[config.mk]
export PLATFORM = sky130hd
export DESIGN_NAME = otp_stream_ctrl_flat
export DESIGN_NICKNAME = d
export VERILOG_FILES = /design/src/rtl/otp_stream_ctrl_pkg.sv /design/src/rtl/otp_stream_ctrl_if.sv /design/src/rtl/otp_stream_ctrl_shifter.sv /design/src/rtl/otp_stream_ctrl.sv /design/src/flat_wrapper.sv
export SDC_FILE = /design/constraint.sdc
export NUM_CORES = 1
export LEC_CHECK = 0
export CORE_MARGIN = 2
export CORE_UTILIZATION = 25
export DETAILED_ROUTE_END_ITERATION = 7
export HOLD_SLACK_MARGIN = 0.03
export SLEW_MARGIN = 20
export SYNTH_ARGS = -nofsm -noshare
export SYNTH_HDL_FRONTEND = slang
export SYNTH_SLANG_ARGS = --single-unit
[constraint.sdc]
create_clock -name clk -period 16.13 [get_ports clk]
set_clock_uncertainty 0.2 [all_clocks]
set_input_delay 2.4195 -clock clk [delete_from_list [all_inputs] [get_ports clk]]
set_output_delay 2.4195 -clock clk [all_outputs]
set_load 0.02 [all_outputs]
[src/rtl/otp_stream_ctrl_pkg.sv]
// Shared constants, state encoding and width helper for the one-time-pad
// stream controller.
package otp_pkg;

    localparam int KEY_SIZE_DEF = 16;
    localparam int MSG_SIZE_DEF = 240;
    localparam int NUM_WORDS    = MSG_SIZE_DEF / KEY_SIZE_DEF;

    typedef enum logic {
        IDLE   = 1'b0,
        STREAM = 1'b1
    } otp_state_t;

    // Keeps word_idx at least one bit wide when a message is a single word.
    function automatic int idx_width(input int num_words);
        return (num_words > 1) ? $clog2(num_words) : 1;
    endfunction

endpackage

[src/rtl/otp_stream_ctrl_if.sv]
// Message-in / cipher-word-out handshake bundle for otp_stream_ctrl.
interface otp_stream_ctrl_if
    import otp_pkg::*;
#(
    parameter int KEY_SIZE = KEY_SIZE_DEF,
    parameter int MSG_SIZE = MSG_SIZE_DEF,
    parameter int IDX_W    = idx_width(MSG_SIZE / KEY_SIZE)
) ();

    logic                in_valid;
    logic                in_ready;
    logic [MSG_SIZE-1:0] in_msg;
    logic [KEY_SIZE-1:0] in_key;
    logic                abort;
    logic                out_valid;
    logic                out_ready;
    logic [KEY_SIZE-1:0] out_data;
    logic                out_last;
    logic [IDX_W-1:0]    word_idx;
    logic                msg_done;

    modport master (
        output in_valid, in_msg, in_key, abort, out_ready,
        input  in_ready, out_valid, out_data, out_last, word_idx, msg_done
    );

    modport slave (
        input  in_valid, in_msg, in_key, abort, out_ready,
        output in_ready, out_valid, out_data, out_last, word_idx, msg_done
    );

endinterface

[src/rtl/otp_stream_ctrl_shifter.sv]
// Message register that presents its most significant word and shifts left
// one word at a time; load wins over shift.
module otp_word_shifter #(
    parameter int MSG_SIZE = 240,
    parameter int KEY_SIZE = 16
) (
    input  logic                clk,
    input  logic                rst,
    input  logic                load,
    input  logic                shift,
    input  logic [MSG_SIZE-1:0] load_data,
    output logic [KEY_SIZE-1:0] top_word
);

    logic [MSG_SIZE-1:0] shreg_q;
    logic [MSG_SIZE-1:0] shreg_d;

    always_comb begin
        shreg_d = shreg_q;
        if (load) begin
            shreg_d = load_data;
        end else if (shift) begin
            shreg_d = shreg_q << KEY_SIZE;
        end
    end

    always_ff @(posedge clk or posedge rst) begin
        if (rst) begin
            shreg_q <= '0;
        end else begin
            shreg_q <= shreg_d;
        end
    end

    assign top_word = shreg_q[MSG_SIZE-1 -: KEY_SIZE];

endmodule

[src/rtl/otp_stream_ctrl.sv]
// One-time-pad sequencer: latches a message and key, then streams
// key-sized cipher words MSB-first under downstream backpressure.
module otp_stream_ctrl
    import otp_pkg::*;
#(
    parameter int KEY_SIZE = KEY_SIZE_DEF,
    parameter int MSG_SIZE = MSG_SIZE_DEF
) (
    input  logic                  clk,
    input  logic                  rst,
    otp_stream_ctrl_if.slave      bus
);

    localparam int NUM_W = MSG_SIZE / KEY_SIZE;
    localparam int IDX_W = idx_width(NUM_W);

    generate
        if ((MSG_SIZE % KEY_SIZE) != 0) begin : g_size_check
            $error("otp_stream_ctrl: MSG_SIZE must be a multiple of KEY_SIZE");
        end
    endgenerate

    otp_state_t          state_q, state_d;
    logic [KEY_SIZE-1:0] key_q, key_d;
    logic [IDX_W-1:0]    idx_q, idx_d;
    logic                done_q, done_d;
    logic                load, shift;
    logic                is_last;
    logic                in_ready_int;
    logic [KEY_SIZE-1:0] top_word;

    otp_word_shifter #(
        .MSG_SIZE (MSG_SIZE),
        .KEY_SIZE (KEY_SIZE)
    ) u_shifter (
        .clk       (clk),
        .rst       (rst),
        .load      (load),
        .shift     (shift),
        .load_data (bus.in_msg),
        .top_word  (top_word)
    );

    assign is_last      = (idx_q == IDX_W'(NUM_W - 1));
    // abort is allowed to reach in_ready directly so it can veto acceptance.
    assign in_ready_int = (state_q == IDLE) && !bus.abort;

    always_comb begin
        state_d = state_q;
        key_d   = key_q;
        idx_d   = idx_q;
        done_d  = 1'b0;
        load    = 1'b0;
        shift   = 1'b0;
        case (state_q)
            IDLE: begin
                if (bus.in_valid && in_ready_int) begin
                    state_d = STREAM;
                    key_d   = bus.in_key;
                    idx_d   = '0;
                    load    = 1'b1;
                end
            end
            STREAM: begin
                if (bus.abort) begin
                    state_d = IDLE;
                end else if (bus.out_ready) begin
                    if (is_last) begin
                        state_d = IDLE;
                        done_d  = 1'b1;
                    end else begin
                        shift = 1'b1;
                        idx_d = idx_q + IDX_W'(1);
                    end
                end
            end
            default: state_d = IDLE;
        endcase
    end

    always_ff @(posedge clk or posedge rst) begin
        if (rst) begin
            state_q <= IDLE;
            key_q   <= '0;
            idx_q   <= '0;
            done_q  <= 1'b0;
        end else begin
            state_q <= state_d;
            key_q   <= key_d;
            idx_q   <= idx_d;
            done_q  <= done_d;
        end
    end

    // Cipher word is forced to zero outside STREAM so idle output is clean.
    assign bus.in_ready  = in_ready_int;
    assign bus.out_valid = (state_q == STREAM);
    assign bus.out_data  = (state_q == STREAM) ? (top_word ^ key_q) : '0;
    assign bus.out_last  = (state_q == STREAM) && is_last;
    assign bus.word_idx  = idx_q;
    assign bus.msg_done  = done_q;

endmodule
[src/flat_wrapper.sv]
// flat-port wrapper written by rule: the top's interface ports become plain ports
module otp_stream_ctrl_flat import otp_pkg::*;
#(
    parameter int KEY_SIZE = KEY_SIZE_DEF,
    parameter int MSG_SIZE = MSG_SIZE_DEF
)
  (clk, rst, bus_in_valid, bus_in_msg, bus_in_key, bus_abort, bus_out_ready, bus_in_ready, bus_out_valid, bus_out_data, bus_out_last, bus_word_idx, bus_msg_done);
  otp_stream_ctrl_if #(.KEY_SIZE(KEY_SIZE), .MSG_SIZE(MSG_SIZE)) bus_i ();
  input  logic clk;
  input  logic rst;
  input wire logic [$bits(bus_i.in_valid)-1:0] bus_in_valid;
  input wire logic [$bits(bus_i.in_msg)-1:0] bus_in_msg;
  input wire logic [$bits(bus_i.in_key)-1:0] bus_in_key;
  input wire logic [$bits(bus_i.abort)-1:0] bus_abort;
  input wire logic [$bits(bus_i.out_ready)-1:0] bus_out_ready;
  output wire logic [$bits(bus_i.in_ready)-1:0] bus_in_ready;
  output wire logic [$bits(bus_i.out_valid)-1:0] bus_out_valid;
  output wire logic [$bits(bus_i.out_data)-1:0] bus_out_data;
  output wire logic [$bits(bus_i.out_last)-1:0] bus_out_last;
  output wire logic [$bits(bus_i.word_idx)-1:0] bus_word_idx;
  output wire logic [$bits(bus_i.msg_done)-1:0] bus_msg_done;
  assign bus_i.in_valid = bus_in_valid;
  assign bus_i.in_msg = bus_in_msg;
  assign bus_i.in_key = bus_in_key;
  assign bus_i.abort = bus_abort;
  assign bus_i.out_ready = bus_out_ready;
  assign bus_in_ready = bus_i.in_ready;
  assign bus_out_valid = bus_i.out_valid;
  assign bus_out_data = bus_i.out_data;
  assign bus_out_last = bus_i.out_last;
  assign bus_word_idx = bus_i.word_idx;
  assign bus_msg_done = bus_i.msg_done;
  otp_stream_ctrl #(.KEY_SIZE(KEY_SIZE), .MSG_SIZE(MSG_SIZE)) u_core (.clk(clk), .rst(rst), .bus(bus_i));
endmodule
==> results by group <==
Synthesis
  • Warnings, synthesis: 0
  • Mapped Nets: between 1500 and 2000
  • Post-synthesis sequential area ratio: 47.5%
  • Number of distinct library cells after synthesis: 30
  • Synthesized flop and latch total: 262
  • Synth Cell Area: 13800 sq um
  • Post-Syn Instances: 1475
  • Avg Inst Size Synth: 9.36 sq um

Clocking
  • H-tree depth: 2
  • Resized cells post-CTS: 0
  • Root Driver: clkbuf_16
  • Total CTS buffers: 35
  • Post-CTS setup buffer count: 0
  • CTS max path bufs: 3
  • Reg clk slew, reported paths: 0.05 ns
  • Clk_lat worst skew: 0.53 ns
  • CTS tree: done
  • Clk sinks: 262
  • Hold buffer count at CTS: 0

Global routing
  • Total GRT Usage: 16.8%
  • Largest net degree at the start of global routing: 154
  • First-pass GRT wire length: about 75 mm
  • Initial antenna violation count: 4
  • Vias in the first global route: between 10000 and 15000
  • Grt ovf: 0

Layout
  • NumNets Final: approximately 1900
  • Most frequent cells in the layout: nand2_1, clkdlybuf4s50_1, dfrtp_1
  • Commonest non-fill, non-tap cell in the layout: nand2_1
  • Area Overhead vs Synth: 30.6%
  • Final Core Density: 32.8%
  • Layout cell share with drive strength beyond 1: 4.61%

Critical path
  • Setup CP Type: primary input to output pin
  • Crit path max fanout: 8
  • Worst Setup Start Kind: primary input
  • CP Capture Type: output pin
  • Worst EP arrival: 3.91 ns
  • Worst Path Required: 13.51 ns

Outcome
  • Outcome: completed

Floorplan
  • # rows: 86
  • Die height: 239 microns
  • Die W: 239 microns
  • Core Region: 54900 sq um
  • IO Pins: ~290
  • Die area: 57100 sq um
  • Starting density of the core: 25.2%

Placed design
  • Port Buffers: 284
  • Final Wtd Congestion: 0.799
  • Detailed placement HPWL: 30.1 mm

Routing
  • Vias per inst: 5.09
  • DR iter-0 viols: roughly 1100
  • Drc violations: 0
  • Routed Antenna Nets: 0
  • Wire length on met3: 2.68 mm
  • Met2 wire length: between 20 and 25 mm
  • Top routing layer in use: met5
  • Wire per inst: slightly above 20 microns
  • Post-Route WL: 48.7 mm
  • DR pass1 iterations: 5
  • Wire length on met1: 21.6 mm
  • Total number of vias: approximately 12000

Pwr
  • Worst vdd ir: 0.0536 mV
  • PwrDens: 114 nW/um^2
  • Pleak: 7.08 nW

Job
  • Number of max-cap violations: 0

STA
  • Max Slew Vio Count: 0
  • Tmin final: 6.53 ns
  • TNS Setup: 0 ns
  • Max_slew headroom: 30.9%
  • Final hold violations: 0
  • Worst-Margin Slew: 1.04 ns
  • Final setup vio count: 0
  • RSZ-0062 raised after global routing: false
  • Fraction of the cycle the final worst path needs: ~40%
  • Fmax: roughly 150 MHz

Min path
  • Hold crit path type: flop to flop
[synth_stat cells]
library cell	instances	area, sq um
nor2b_1	2	12.5
a31oi_1	1	6.26
nor2_1	2	7.51
nor3b_1	1	7.51
nand3b_1	1	7.51
a211oi_1	1	7.51
nand2_1	304	1140
dfrtp_1	262	6560
and2_0	214	1340
mux2_2	3	33.8
nor3_1	224	1120
buf_2	11	55.1
buf_4	1	7.51
a221o_1	224	2240
nand2b_1	1	6.26
xor2_1	16	140
buf_6	24	270
and3_1	3	18.8
mux2i_1	1	10.0
clkbuf_1	112	420
nand3_1	2	10.0
and2_1	27	169
or3b_4	1	11.3
buf_1	13	48.8
o21ai_0	16	80.1
ha_1	2	25.0
a22o_1	2	17.5
nor3b_2	1	12.5
inv_1	2	7.51
nand3_2	1	10.0
[metrics by stage]
stage,hold slack [ns],total power (W),cell area (sq um),std cells,setup WS [ns]
2_1_floorplan,0.266,0.00112,13800,1475,6.30
3_3_place_gp,0.281,0.00128,16900,2317,9.61
3_5_place_dp,0.283,0.00129,16900,2317,9.57
4_1_cts,0.296,0.00208,18000,2373,9.57
5_1_grt,0.319,0.00216,18000,2375,9.55
6_report,0.292,0.00205,18000,2376,9.60
[power breakdown]
part | switching [W] | internal (W)
sequential | 0.0000771 | 0.000785
clock | 0.000308 | 0.000465
combinational | 0.000190 | 0.000228
[cell families after synthesis]
group | synth area share (%)
compound gates | 17.1
xor+xnor | 1.02
fa+ha+maj | 0.181
buf+inv | 5.87
flops | 47.5
mux | 0.317
simple gates | 28.1
[routing by layer]
metal / GRT usage [%] / vias up
li1: - / 5619
met1: 22.9 / 6042
met2: 26.9 / 360
met3: 3.29 / 58
met4: 4.68 / 4
met5: 0 / -
[path summary, 6_finish.rpt]
kind	start	endpoint	slack (ns)	depth (start not counted)
min in group asynchronous	rst	u_core.u_shifter.shreg_q[172]$_DFFE_PP0P_	2.22	2
setup reg to reg	u_core.bus.out_valid$_DFF_PP0_	u_core.u_shifter.shreg_q[189]$_DFFE_PP0P_	12.33	5
setup / recovery	bus_abort	bus_in_ready	9.60	3
hold reg to reg	u_core.key_q[0]$_DFFE_PP0N_	u_core.key_q[0]$_DFFE_PP0N_	0.29	2
max in group asynchronous	rst	u_core.bus.out_valid$_DFF_PP0_	12.00	3
hold / removal	u_core.key_q[0]$_DFFE_PP0N_	u_core.key_q[0]$_DFFE_PP0N_	0.29	2
[area by class of cell]
cell class / count / area (sq um)
multi-input cells: 1050 / 6460
diodes: 2 / 5.00
clock buffers: 46 / 1000
clock inverters: 10 / 106
inverters: 2 / 15.0
well taps: 704 / 881
repair buffers: 300 / 3000
flip-flops and latches: 262 / 6560
fillers: 5673 / 36900
[worst max-delay path, stage by stage]
cell and delay, ns:
clkdlybuf4s50_1 0.60, nor2_1 0.24, clkdlybuf4s50_1 0.64
[sequential cells by signal, summed over array words and instances, names as in the netlist]
signal                    flops
u_core.bus.msg_done           1
u_core.bus.out_valid          1
u_core.bus.word_idx           4
u_core.key_q                 16
u_core.u_shifter.shreg_q    240
Power figures use the tool's default switching activity.
